--- config.mk ---
export PLATFORM = sky130hd
export DESIGN_NAME = uinstr_dispatch_flat
export DESIGN_NICKNAME = d
export VERILOG_FILES = /design/src/rtl/uinstr_dispatch_if.sv /design/src/rtl/uinstr_dispatch.sv /design/src/flat_wrapper.sv
export SDC_FILE = /design/constraint.sdc
export NUM_CORES = 1
export LEC_CHECK = 0
export ABC_AREA = 0
export BUFFER_PORTS_ARGS = -buffer_cell sky130_fd_sc_hd__buf_4
export CAP_MARGIN = 20
export CORE_AREA = 2 2 140 142
export CTS_BUF_LIST = sky130_fd_sc_hd__clkbuf_16
export CTS_CLUSTER_DIAMETER = 100
export DETAILED_ROUTE_END_ITERATION = 12
export DIE_AREA = 0 0 142 144
export MAX_ROUTING_LAYER = met4
export PLACE_DENSITY_LB_ADDON = 0.2
export SYNTH_ARGS = -nofsm -noshare
export SYNTH_HDL_FRONTEND = slang
export SYNTH_SLANG_ARGS = --single-unit
export TNS_END_PERCENT = 20
--- constraint.sdc ---
create_clock -name clk_i -period 5.05 [get_ports clk_i]
set_input_delay 0.505 -clock clk_i [delete_from_list [all_inputs] [get_ports clk_i]]
set_output_delay 0.505 -clock clk_i [all_outputs]
set_load 0.005 [all_outputs]
--- src/rtl/uinstr_dispatch_if.sv ---
// Micro-instruction payload type and the dispatch bus interface.
// Optional stall counter port enabled by UINSTR_DISP_STALL_CNT_EN.
package config_pkg;
    localparam int unsigned AW   = 5;
    localparam int unsigned NREG = 2 ** AW;

    typedef struct packed {
        logic [3:0]    op;
        logic [AW-1:0] vrs1;
        logic [AW-1:0] vrs2;
        logic [AW-1:0] vrs3;
    } uinstr_t;
endpackage

interface uinstr_dispatch_if #(
    parameter int unsigned DEPTH = 4
);
    localparam int unsigned CNT_W = $clog2(DEPTH + 1);

    config_pkg::uinstr_t             in_uinstr_i;
    logic                            in_valid_i;
    logic                            in_ready_o;
    config_pkg::uinstr_t             out_uinstr_o;
    logic                            out_valid_o;
    logic                            out_ready_i;
    logic                            wb_valid_i;
    logic [config_pkg::AW-1:0]       wb_addr_i;
    logic                            flush_i;
    logic [CNT_W-1:0]                count_o;
    logic [config_pkg::NREG-1:0]     busy_o;
`ifdef UINSTR_DISP_STALL_CNT_EN
    logic [31:0]                     stall_cnt_o;
`endif

    // Dispatch unit side
    modport slave (
        input  in_uinstr_i, in_valid_i, out_ready_i, wb_valid_i, wb_addr_i, flush_i,
        output in_ready_o, out_uinstr_o, out_valid_o, count_o, busy_o
`ifdef UINSTR_DISP_STALL_CNT_EN
        , output stall_cnt_o
`endif
    );

    // Decoder / controller side
    modport master (
        output in_uinstr_i, in_valid_i, out_ready_i, wb_valid_i, wb_addr_i, flush_i,
        input  in_ready_o, out_uinstr_o, out_valid_o, count_o, busy_o
`ifdef UINSTR_DISP_STALL_CNT_EN
        , input stall_cnt_o
`endif
    );
endinterface

--- src/rtl/uinstr_dispatch.sv ---
// In-order micro-instruction dispatch FIFO with a vector-register busy scoreboard.
// Define UINSTR_DISP_STALL_CNT_EN to add a saturating hazard-stall counter.
module uinstr_dispatch #(
    parameter int unsigned DEPTH = 4
) (
    input  logic              clk_i,
    input  logic              arst_ni,
    uinstr_dispatch_if.slave  bus
);
    localparam int unsigned CNT_W = $clog2(DEPTH + 1);
    localparam int unsigned PW    = $clog2(DEPTH);
    localparam int unsigned NREG  = config_pkg::NREG;

    config_pkg::uinstr_t mem [DEPTH];
    logic [PW-1:0]       wr_ptr_q, rd_ptr_q;
    logic [CNT_W-1:0]    count_q, count_d;
    logic [NREG-1:0]     busy_q, busy_d;

    config_pkg::uinstr_t head;
    logic                empty, full, hazard, head_ok, push, pop;

    // Hazard check uses the registered scoreboard only, so a writeback unblocks one cycle later
    assign empty   = (count_q == '0);
    assign full    = (count_q == CNT_W'(DEPTH));
    assign head    = mem[rd_ptr_q];
    assign hazard  = !empty && (busy_q[head.vrs1] || busy_q[head.vrs2] || busy_q[head.vrs3]);
    assign head_ok = !empty && !hazard;
    assign push    = bus.in_valid_i && !full && !bus.flush_i;
    assign pop     = head_ok && bus.out_ready_i && !bus.flush_i;

    always_comb begin
        count_d = count_q;
        if (bus.flush_i) begin
            count_d = '0;
        end else if (push && !pop) begin
            count_d = count_q + CNT_W'(1);
        end else if (pop && !push) begin
            count_d = count_q - CNT_W'(1);
        end
    end

    // Issue-set is applied after writeback-clear so it wins on the same register
    always_comb begin
        busy_d = busy_q;
        if (bus.wb_valid_i) begin
            busy_d[bus.wb_addr_i] = 1'b0;
        end
        if (pop) begin
            busy_d[head.vrs3] = 1'b1;
        end
    end

    always_ff @(posedge clk_i or negedge arst_ni) begin
        if (!arst_ni) begin
            wr_ptr_q <= '0;
            rd_ptr_q <= '0;
            count_q  <= '0;
            busy_q   <= '0;
        end else begin
            count_q <= count_d;
            busy_q  <= busy_d;
            if (bus.flush_i) begin
                wr_ptr_q <= '0;
                rd_ptr_q <= '0;
            end else begin
                if (push) wr_ptr_q <= wr_ptr_q + PW'(1);
                if (pop)  rd_ptr_q <= rd_ptr_q + PW'(1);
            end
        end
    end

    // Payload storage needs no reset; the count qualifies every read
    always_ff @(posedge clk_i) begin
        if (push) begin
            mem[wr_ptr_q] <= bus.in_uinstr_i;
        end
    end

    assign bus.in_ready_o   = !full;
    assign bus.out_valid_o  = head_ok;
    assign bus.out_uinstr_o = empty ? '0 : head;
    assign bus.count_o      = count_q;
    assign bus.busy_o       = busy_q;

`ifdef UINSTR_DISP_STALL_CNT_EN
    logic [31:0] stall_q;

    always_ff @(posedge clk_i or negedge arst_ni) begin
        if (!arst_ni) begin
            stall_q <= '0;
        end else if (bus.flush_i) begin
            stall_q <= '0;
        end else if (hazard && (stall_q != '1)) begin
            stall_q <= stall_q + 32'(1);
        end
    end

    assign bus.stall_cnt_o = stall_q;
`endif

endmodule

--- src/flat_wrapper.sv ---
// flat-port wrapper written by rule: the top's interface ports become plain ports
module uinstr_dispatch_flat 
#(
    parameter int unsigned DEPTH = 4
)
  (clk_i, arst_ni, bus_in_uinstr_i, bus_in_valid_i, bus_out_ready_i, bus_wb_valid_i, bus_wb_addr_i, bus_flush_i, bus_in_ready_o, bus_out_uinstr_o, bus_out_valid_o, bus_count_o, bus_busy_o);
  uinstr_dispatch_if #(.DEPTH(DEPTH)) bus_i ();
  input  logic clk_i;
  input  logic arst_ni;
  input wire logic [$bits(bus_i.in_uinstr_i)-1:0] bus_in_uinstr_i;
  input wire logic [$bits(bus_i.in_valid_i)-1:0] bus_in_valid_i;
  input wire logic [$bits(bus_i.out_ready_i)-1:0] bus_out_ready_i;
  input wire logic [$bits(bus_i.wb_valid_i)-1:0] bus_wb_valid_i;
  input wire logic [$bits(bus_i.wb_addr_i)-1:0] bus_wb_addr_i;
  input wire logic [$bits(bus_i.flush_i)-1:0] bus_flush_i;
  output wire logic [$bits(bus_i.in_ready_o)-1:0] bus_in_ready_o;
  output wire logic [$bits(bus_i.out_uinstr_o)-1:0] bus_out_uinstr_o;
  output wire logic [$bits(bus_i.out_valid_o)-1:0] bus_out_valid_o;
  output wire logic [$bits(bus_i.count_o)-1:0] bus_count_o;
  output wire logic [$bits(bus_i.busy_o)-1:0] bus_busy_o;
  assign bus_i.in_uinstr_i = bus_in_uinstr_i;
  assign bus_i.in_valid_i = bus_in_valid_i;
  assign bus_i.out_ready_i = bus_out_ready_i;
  assign bus_i.wb_valid_i = bus_wb_valid_i;
  assign bus_i.wb_addr_i = bus_wb_addr_i;
  assign bus_i.flush_i = bus_flush_i;
  assign bus_in_ready_o = bus_i.in_ready_o;
  assign bus_out_uinstr_o = bus_i.out_uinstr_o;
  assign bus_out_valid_o = bus_i.out_valid_o;
  assign bus_count_o = bus_i.count_o;
  assign bus_busy_o = bus_i.busy_o;
  uinstr_dispatch #(.DEPTH(DEPTH)) u_core (.clk_i(clk_i), .arst_ni(arst_ni), .bus(bus_i));
endmodule
==> flow_summary_export.csv, run 1 <==
group,metric,value,unit
synthesis,ys_ff_latch,115,
power,vdd_drop_max,0.0002624,V
timing,finalSetupTns,0,ns
power,power_frac_comb,37.5,%
hold_path,hold_class,"primary input to async pin",
synthesis,ys.flop_type,"edfxtp_1",
worst_setup_path,setup.worst_path.end,"u_core.bus.count_o[2]",
worst_setup_path,critPathTopFamily,"multiplexers",
floorplan,row_count,51,
final_layout,areaGrowthSynthToFinish,26.42,%
worst_setup_path,worstPathCellList,"buf_4 -> mux4_2 -> mux2i_1 -> a22oi_1 -> nand3_1 -> o21ai_0 -> a211oi_1 -> nand2_2 -> and2_1 -> fa_1 -> and3_1 -> a22oi_1 -> mux2_2",
final_layout,fill_cells,1830,
global_route,grt_util_met1,21.72,%
final_layout,final_nets,542,
timing,fmax,229.7,MHz
clock_tree,clockBufferDepth,2,
run_status,status,"complete, no violations",
worst_setup_path,cp-start-kind,"flop",
timing,rsz0062_at_grt,"no",
global_route,grt_pass1_vias,4017,
route,wirelength,15590,um
clock_tree,cts_hold_buf,0,
worst_setup_path,path_depth,13,
timing,relSlewSlack,28.28,%
timing,finalCritPeriodShare,86.20,%
clock_tree,clkSlewWorstSetupHoldPaths,0.06,ns
power,power.density,553.7,nW/um^2
power,static-leakage-power,2.720,nW
clock_tree,numClockSinks,115,
timing,worstMarginPinSlew,1.076,ns
worst_setup_path,r2r_slack,0.70,ns
final_layout,regArea,3258,sq um
synthesis,synth-edff-count,76,
synthesis,yosysSeqAreaShare,58.15,%
timing,whs,0.06515,ns
synthesis,async_flop_share,33.91,%
clock_tree,cts_tree,"done",
clock_tree,h-tree-depth,4,
place,pre_cts_ws,0.7951,ns
synthesis,synth_area,5603,sq um
worst_setup_path,cp-startpoint,"u_core.rd_ptr_q[0]",
synthesis,ys.warnings.count,0,
timing,setup_viol,0,
synthesis,syn_avg_cell_area,13.53,sq um
final_layout,multi_input_area,2225,sq um
clock_tree,postCtsSetupRepairBufs,0,
synthesis,synth.top_cell.area_share,40.73,%
worst_setup_path,r2r_start,"u_core.rd_ptr_q[0]",
global_route,met2_usage,24.82,%
final_layout,utilization,37.12,%
power,power_switching,1.412,mW
worst_setup_path,crit_required,5.35,ns
timing,hold_viol,0,
floorplan,die_area,20450,sq um
floorplan,io_pins,86,
worst_setup_path,ff2ff_path_depth,13,
worst_setup_path,crit_buf_inv,1,
final_layout,diodes,0,
global_route,antenna_found_initial,0,
synthesis,syn_inst,414,
route,wire_per_inst,20.57,um
timing,fin_crit,4.353,ns
route,drtPass1Iterations,4,
worst_setup_path,slowest_delay,0.80,ns
route,vias,3970,
clock_tree,cts_made_buffers,17,
global_route,grt.busiest_layer,"met2",
timing,slew_viol_final,0,
worst_setup_path,cp_common_cell,"a22oi_1",
floorplan,chipWidth,142,um
power,switching_share,36.01,%
global_route,grt_overflow_total,0,
power,seqPwrFrac,35.0,%
worst_setup_path,setup.worst_path.class,"flop to flop",
power,intPower,2.510,mW
synthesis,netlist_top_cells_count,"edfxtp_1, o21ai_0, dfrtp_1",
clock_tree,cts_resized,0,
run,maxCapViolCount,0,
global_route,grt_usage,16.35,%
timing,fin_ws,0.6967,ns
power,clockPowerShare,27.5,%
route,drc,0,
synthesis,synth.area.top_cells,"edfxtp_1, dfrtp_1, mux4_2, mux2i_1, o21ai_0",
worst_setup_path,reg2reg_to,"u_core.bus.count_o[2]",
place,dpl.hpwl,10920,um
final_layout,layout-drive-gt1-share,32.12,%
place,portBuffers,85,
floorplan,initial_core_util,29.37,%
worst_setup_path,crit_path_max_fanout,17,
synthesis,synth_nets,449,
clock_tree,clk_latency,0.41,ns
place,place_congestion,0.8397,
route,avgViaCountPerCell,5.237,
synthesis,yosysTopAreaCell,"edfxtp_1",
worst_setup_path,cp.arrival,4.65,ns
floorplan,fp.dieH,144,um
synthesis,synth_most_common_cell,"edfxtp_1",
global_route,grt_max_degree,40,
worst_setup_path,end_kind,"flop",
synthesis,synthDistinctLibCells,43,
timing,skew,0.005902,ns
route,first_iter_violations,306,
worst_setup_path,crit_slowest_cell,"mux4_2",
global_route,grt_use_met3,4.404,%
global_route,grt_pass1_wl,23910,um
floorplan,core_region_area,19080,sq um
route,ant_nets,0,
clock_tree,clock-root-buffer,"clkbuf_16",
sequential cells by signal (all words and copies together), names as in the netlist:
register and flops:
u_core.rd_ptr_q 2, u_core.bus.busy_o 32, u_core.wr_ptr_q 2, u_core.mem 76, u_core.bus.count_o 3
power by group through the flow:
stage	clock, mW	sequential (mW)	combinational, mW
after floorplan	0	1.30	0.907
after global placement	0	1.39	1.48
after detailed placement	0	1.39	1.48
after CTS	1.11	1.37	1.49
after global routing	1.15	1.40	1.62
final	1.08	1.37	1.47
cell type report:
| class | instances | area share, % |
|---|---|---|
| clock buffers | 17 | 6.006 |
| clock inverters | 15 | 1.537 |
| inverters | 6 | 0.3180 |
| multi-input cells | 273 | 31.41 |
| flip-flops and latches | 115 | 46.00 |
| well taps | 238 | 4.204 |
| repair buffers | 94 | 10.53 |
per-layer routing:
metal | vias to the layer above | part of all wire [%]
met3 | 22 | 5.8
met4 | 0 | 1.3
met5 | - | 0
li1 | 1785 | -
met1 | 2014 | 46
met2 | 149 | 47
through the flow:
step,power (mW),instance area (sq um),cells
2_1_floorplan,2.208,5603,414
3_5_place_dp,2.867,6494,724
3_3_place_gp,2.861,6494,724
6_report,3.922,7083,758
4_1_cts,3.966,7028,756
5_1_grt,4.165,7083,758
how the worst min path moves through the flow:
stage,slack (ns),endpoint,cells after the start,from
global placement,0.51,u_core.bus.busy_o[3],1,arst_ni
detailed placement,0.51,u_core.bus.busy_o[1],1,arst_ni
finish,0.07,u_core.bus.busy_o[1],1,arst_ni
floorplan,0.21,u_core.bus.busy_o[0],0,arst_ni
global route,0.09,u_core.bus.busy_o[0],1,arst_ni
CTS,0.06,u_core.bus.busy_o[8],1,arst_ni
logic make-up (layout without fill, tap and decap cells):
| kind of cell | Yosys count | after routing | share of synthesized area [%] |
|---|---|---|---|
| flops | 115 | 115 | 58.15 |
| simple gates | 101 | 101 | 10.61 |
| compound gates | 97 | 97 | 10.50 |
| mux | 66 | 66 | 16.64 |
| buf+inv | 26 | 132 | 2.233 |
| fa+ha+maj | 5 | 5 | 1.251 |
| xor+xnor | 4 | 4 | 0.6254 |
layout by cell type, fill, tap and decap left out, drive strengths merged, types with 3 or more instances in the layout:
cell / Yosys / layout
nand3b: 7 / 7
mux2i: 38 / 38
clkinv: 0 / 8
or3b: 3 / 3
buf: 10 / 94
edfxtp: 76 / 76
nand2: 11 / 11
inv: 6 / 9
dfrtp: 39 / 39
nand2b: 3 / 3
o21ai: 65 / 65
nand3: 10 / 10
a22oi: 14 / 14
ha: 4 / 4
and2: 8 / 8
nor2: 17 / 17
mux4: 21 / 21
or3: 3 / 3
clkbuf: 10 / 17
nor2b: 30 / 30
mux2: 7 / 7
a211oi: 8 / 8
a21oi: 3 / 3
clkinvlp: 0 / 4
(Power assumes the default switching activity.)
==> run 2: changes to the inputs <==
--- a/config.mk
+++ b/config.mk
@@ -13,6 +13,7 @@
 export CTS_CLUSTER_DIAMETER = 100
 export DETAILED_ROUTE_END_ITERATION = 12
 export DIE_AREA = 0 0 142 144
+export GPL_TIMING_DRIVEN = 0
 export MAX_ROUTING_LAYER = met4
 export PLACE_DENSITY_LB_ADDON = 0.2
 export SYNTH_ARGS = -nofsm -noshare
==> constraint.sdc (replaced) <==
create_clock -name clk_i -period 5.5 [get_ports clk_i]
set_input_delay 0.55 -clock clk_i [delete_from_list [all_inputs] [get_ports clk_i]]
set_output_delay 0.55 -clock clk_i [all_outputs]
set_load 0.005 [all_outputs]
==> run 2 against run 1 <==
Critical path depth up 2; via count about the same; power down 3.2%; die area unchanged; clock-buffer cell count unchanged; final area up 2.0%; maximum frequency down 2.9%; global-route usage down 0.059 points; utilization up 0.73 points; clock power up 8%; sequential share of layout area down 0.89 points; wire length down 1.1%.
==> flow_summary_export.csv, run 2 (same netlist as run 1, synthesis figures left out) <==
group,metric,value,unit
run_status,status,"complete, no violations",
clock_tree,clkSlewWorstSetupHoldPaths,0.06,ns
clock_tree,postCtsSetupRepairBufs,0,
floorplan,initial_core_util,29.37,%
clock_tree,numClockSinks,115,
timing,skew,0.01080,ns
worst_setup_path,critPathTopFamily,"multiplexers",
timing,fin_ws,1.017,ns
floorplan,row_count,51,
timing,fmax,223.1,MHz
final_layout,top_register,"u_core.mem",
power,power.density,525.8,nW/um^2
timing,relSlewSlack,29.48,%
place,pre_cts_ws,1.046,ns
final_layout,multi_input_area,2220,sq um
place,portBuffers,85,
run,maxCapViolCount,0,
global_route,grt_pass1_wl,23750,um
route,drc,0,
route,ant_nets,0,
floorplan,fp.dieH,144,um
final_layout,layout_commonest_cell,"buf_4",
timing,slew_viol_final,0,
hold_path,hold_class,"primary input to async pin",
worst_setup_path,crit_path_max_fanout,10,
clock_tree,cts_tree,"done",
timing,finalCritPeriodShare,81.50,%
global_route,grt_max_degree,40,
route,vias,3968,
timing,finalSetupTns,0,ns
final_layout,final_nets,556,
worst_setup_path,setup.worst_path.class,"flop to flop",
clock_tree,clk_latency,0.42,ns
clock_tree,cts_hold_buf,0,
worst_setup_path,crit_buf_inv,3,
global_route,antenna_found_initial,0,
final_layout,final_cells,772,
clock_tree,clockBufferDepth,2,
final_layout,areaGrowthSynthToFinish,28.92,%
floorplan,die_area,20450,sq um
timing,whs,0.09874,ns
worst_setup_path,cp-start-kind,"flop",
final_layout,regArea,3258,sq um
clock_tree,h-tree-depth,4,
clock_tree,clock-root-buffer,"clkbuf_16",
timing,hold_viol,0,
global_route,grt_pass1_vias,4043,
place,dpl.hpwl,11040,um
floorplan,chipWidth,142,um
worst_setup_path,end_kind,"flop",
clock_tree,cts_made_buffers,17,
floorplan,core_region_area,19080,sq um
timing,setup_viol,0,
worst_setup_path,slowest_delay,0.47,ns
power,vdd_drop_max,0.0003338,V
timing,fin_crit,4.483,ns
route,wire_per_inst,19.98,um
final_layout,final_cell_mix,"buf_4, edfxtp_1, o21ai_0",
worst_setup_path,crit_required,5.81,ns
place,place_congestion,0.8372,
route,avgViaCountPerCell,5.140,
timing,rsz0062_at_grt,"no",
place,dp.cells,737,
worst_setup_path,cp.arrival,4.79,ns
final_layout,layout-drive-gt1-share,31.46,%
route,drtPass1Iterations,5,
final_layout,diodes,0,
worst_setup_path,worstPathCellList,"buf_2 -> mux4_2 -> buf_2 -> clkbuf_1 -> mux2i_1 -> mux2i_1 -> a22oi_1 -> o2111ai_1 -> nor4_4 -> nand2_2 -> and2_1 -> fa_1 -> and3_1 -> a22oi_1 -> mux2_2",
final_layout,largest_reg_flops,76,
route,wirelength,15430,um
global_route,grt_usage,16.29,%
timing,worstMarginPinSlew,1.058,ns
route,first_iter_violations,379,
clock_tree,cts_resized,0,
power,static-leakage-power,2.793,nW
global_route,grt_overflow_total,0,
final_layout,fill_cells,1809,
floorplan,io_pins,86,
worst_setup_path,crit_slowest_cell,"nor4_4",
## run 2: cell count changes in the layout (fill, tap and decap cells not counted), moves of 3 or more
cell	delta
bufinv_16	+4
buf_2	+4
buf_4	-5
clkinvlp_4	-3
clkbuf_1	+10
## run 2: where the power goes
part	internal [mW]	switching, mW
Combinational	0.672	0.702
Sequential	1.07	0.184
Clock	0.761	0.412
## run 2: path summary, 6_finish.rpt
| kind | from | endpoint | slack [ns] | cells after the start |
|---|---|---|---|---|
| worst max register to register | u_core.rd_ptr_q[1] | u_core.bus.count_o[2] | 1.02 | 15 |
| max in group asynchronous | arst_ni | u_core.bus.busy_o[31] | 5.04 | 1 |
| worst min register to register | u_core.wr_ptr_q[1] | u_core.wr_ptr_q[1] | 0.61 | 2 |
| worst min-delay path | arst_ni | u_core.bus.busy_o[0] | 0.1 | 1 |
| worst max-delay path | u_core.rd_ptr_q[1] | u_core.bus.count_o[2] | 1.02 | 15 |
| min in group clk_i | bus_in_uinstr_i[9] | u_core.mem[1][9] | 0.33 | 1 |
## run 2: routing by layer
layer  global-route usage, %  routed length [um]
met1                   20.88                6955
met2                   24.56                7143
met3                   5.033                1077
met4                   5.737                 248
met5                       -                   0
## run 2: stage by stage
step           util [%]  area [sq um]  total power [mW]
2_1_floorplan         -          5603             2.027
5_1_grt           37.86          7223             4.013
3_3_place_gp      34.27          6539             2.634
4_1_cts           37.56          7166             3.831
6_report          37.86          7223             3.798
3_5_place_dp      34.27          6539             2.644
## run 2: cell type report
type / count / share of cell area [%]
plain buffers: 20 / 1.420
clock buffers: 17 / 5.889
clock inverters: 15 / 2.789
inverters: 6 / 0.3118
multi-input cells: 273 / 30.73
flip-flops and latches: 115 / 45.11
well taps: 238 / 4.123
repair buffers: 88 / 9.631
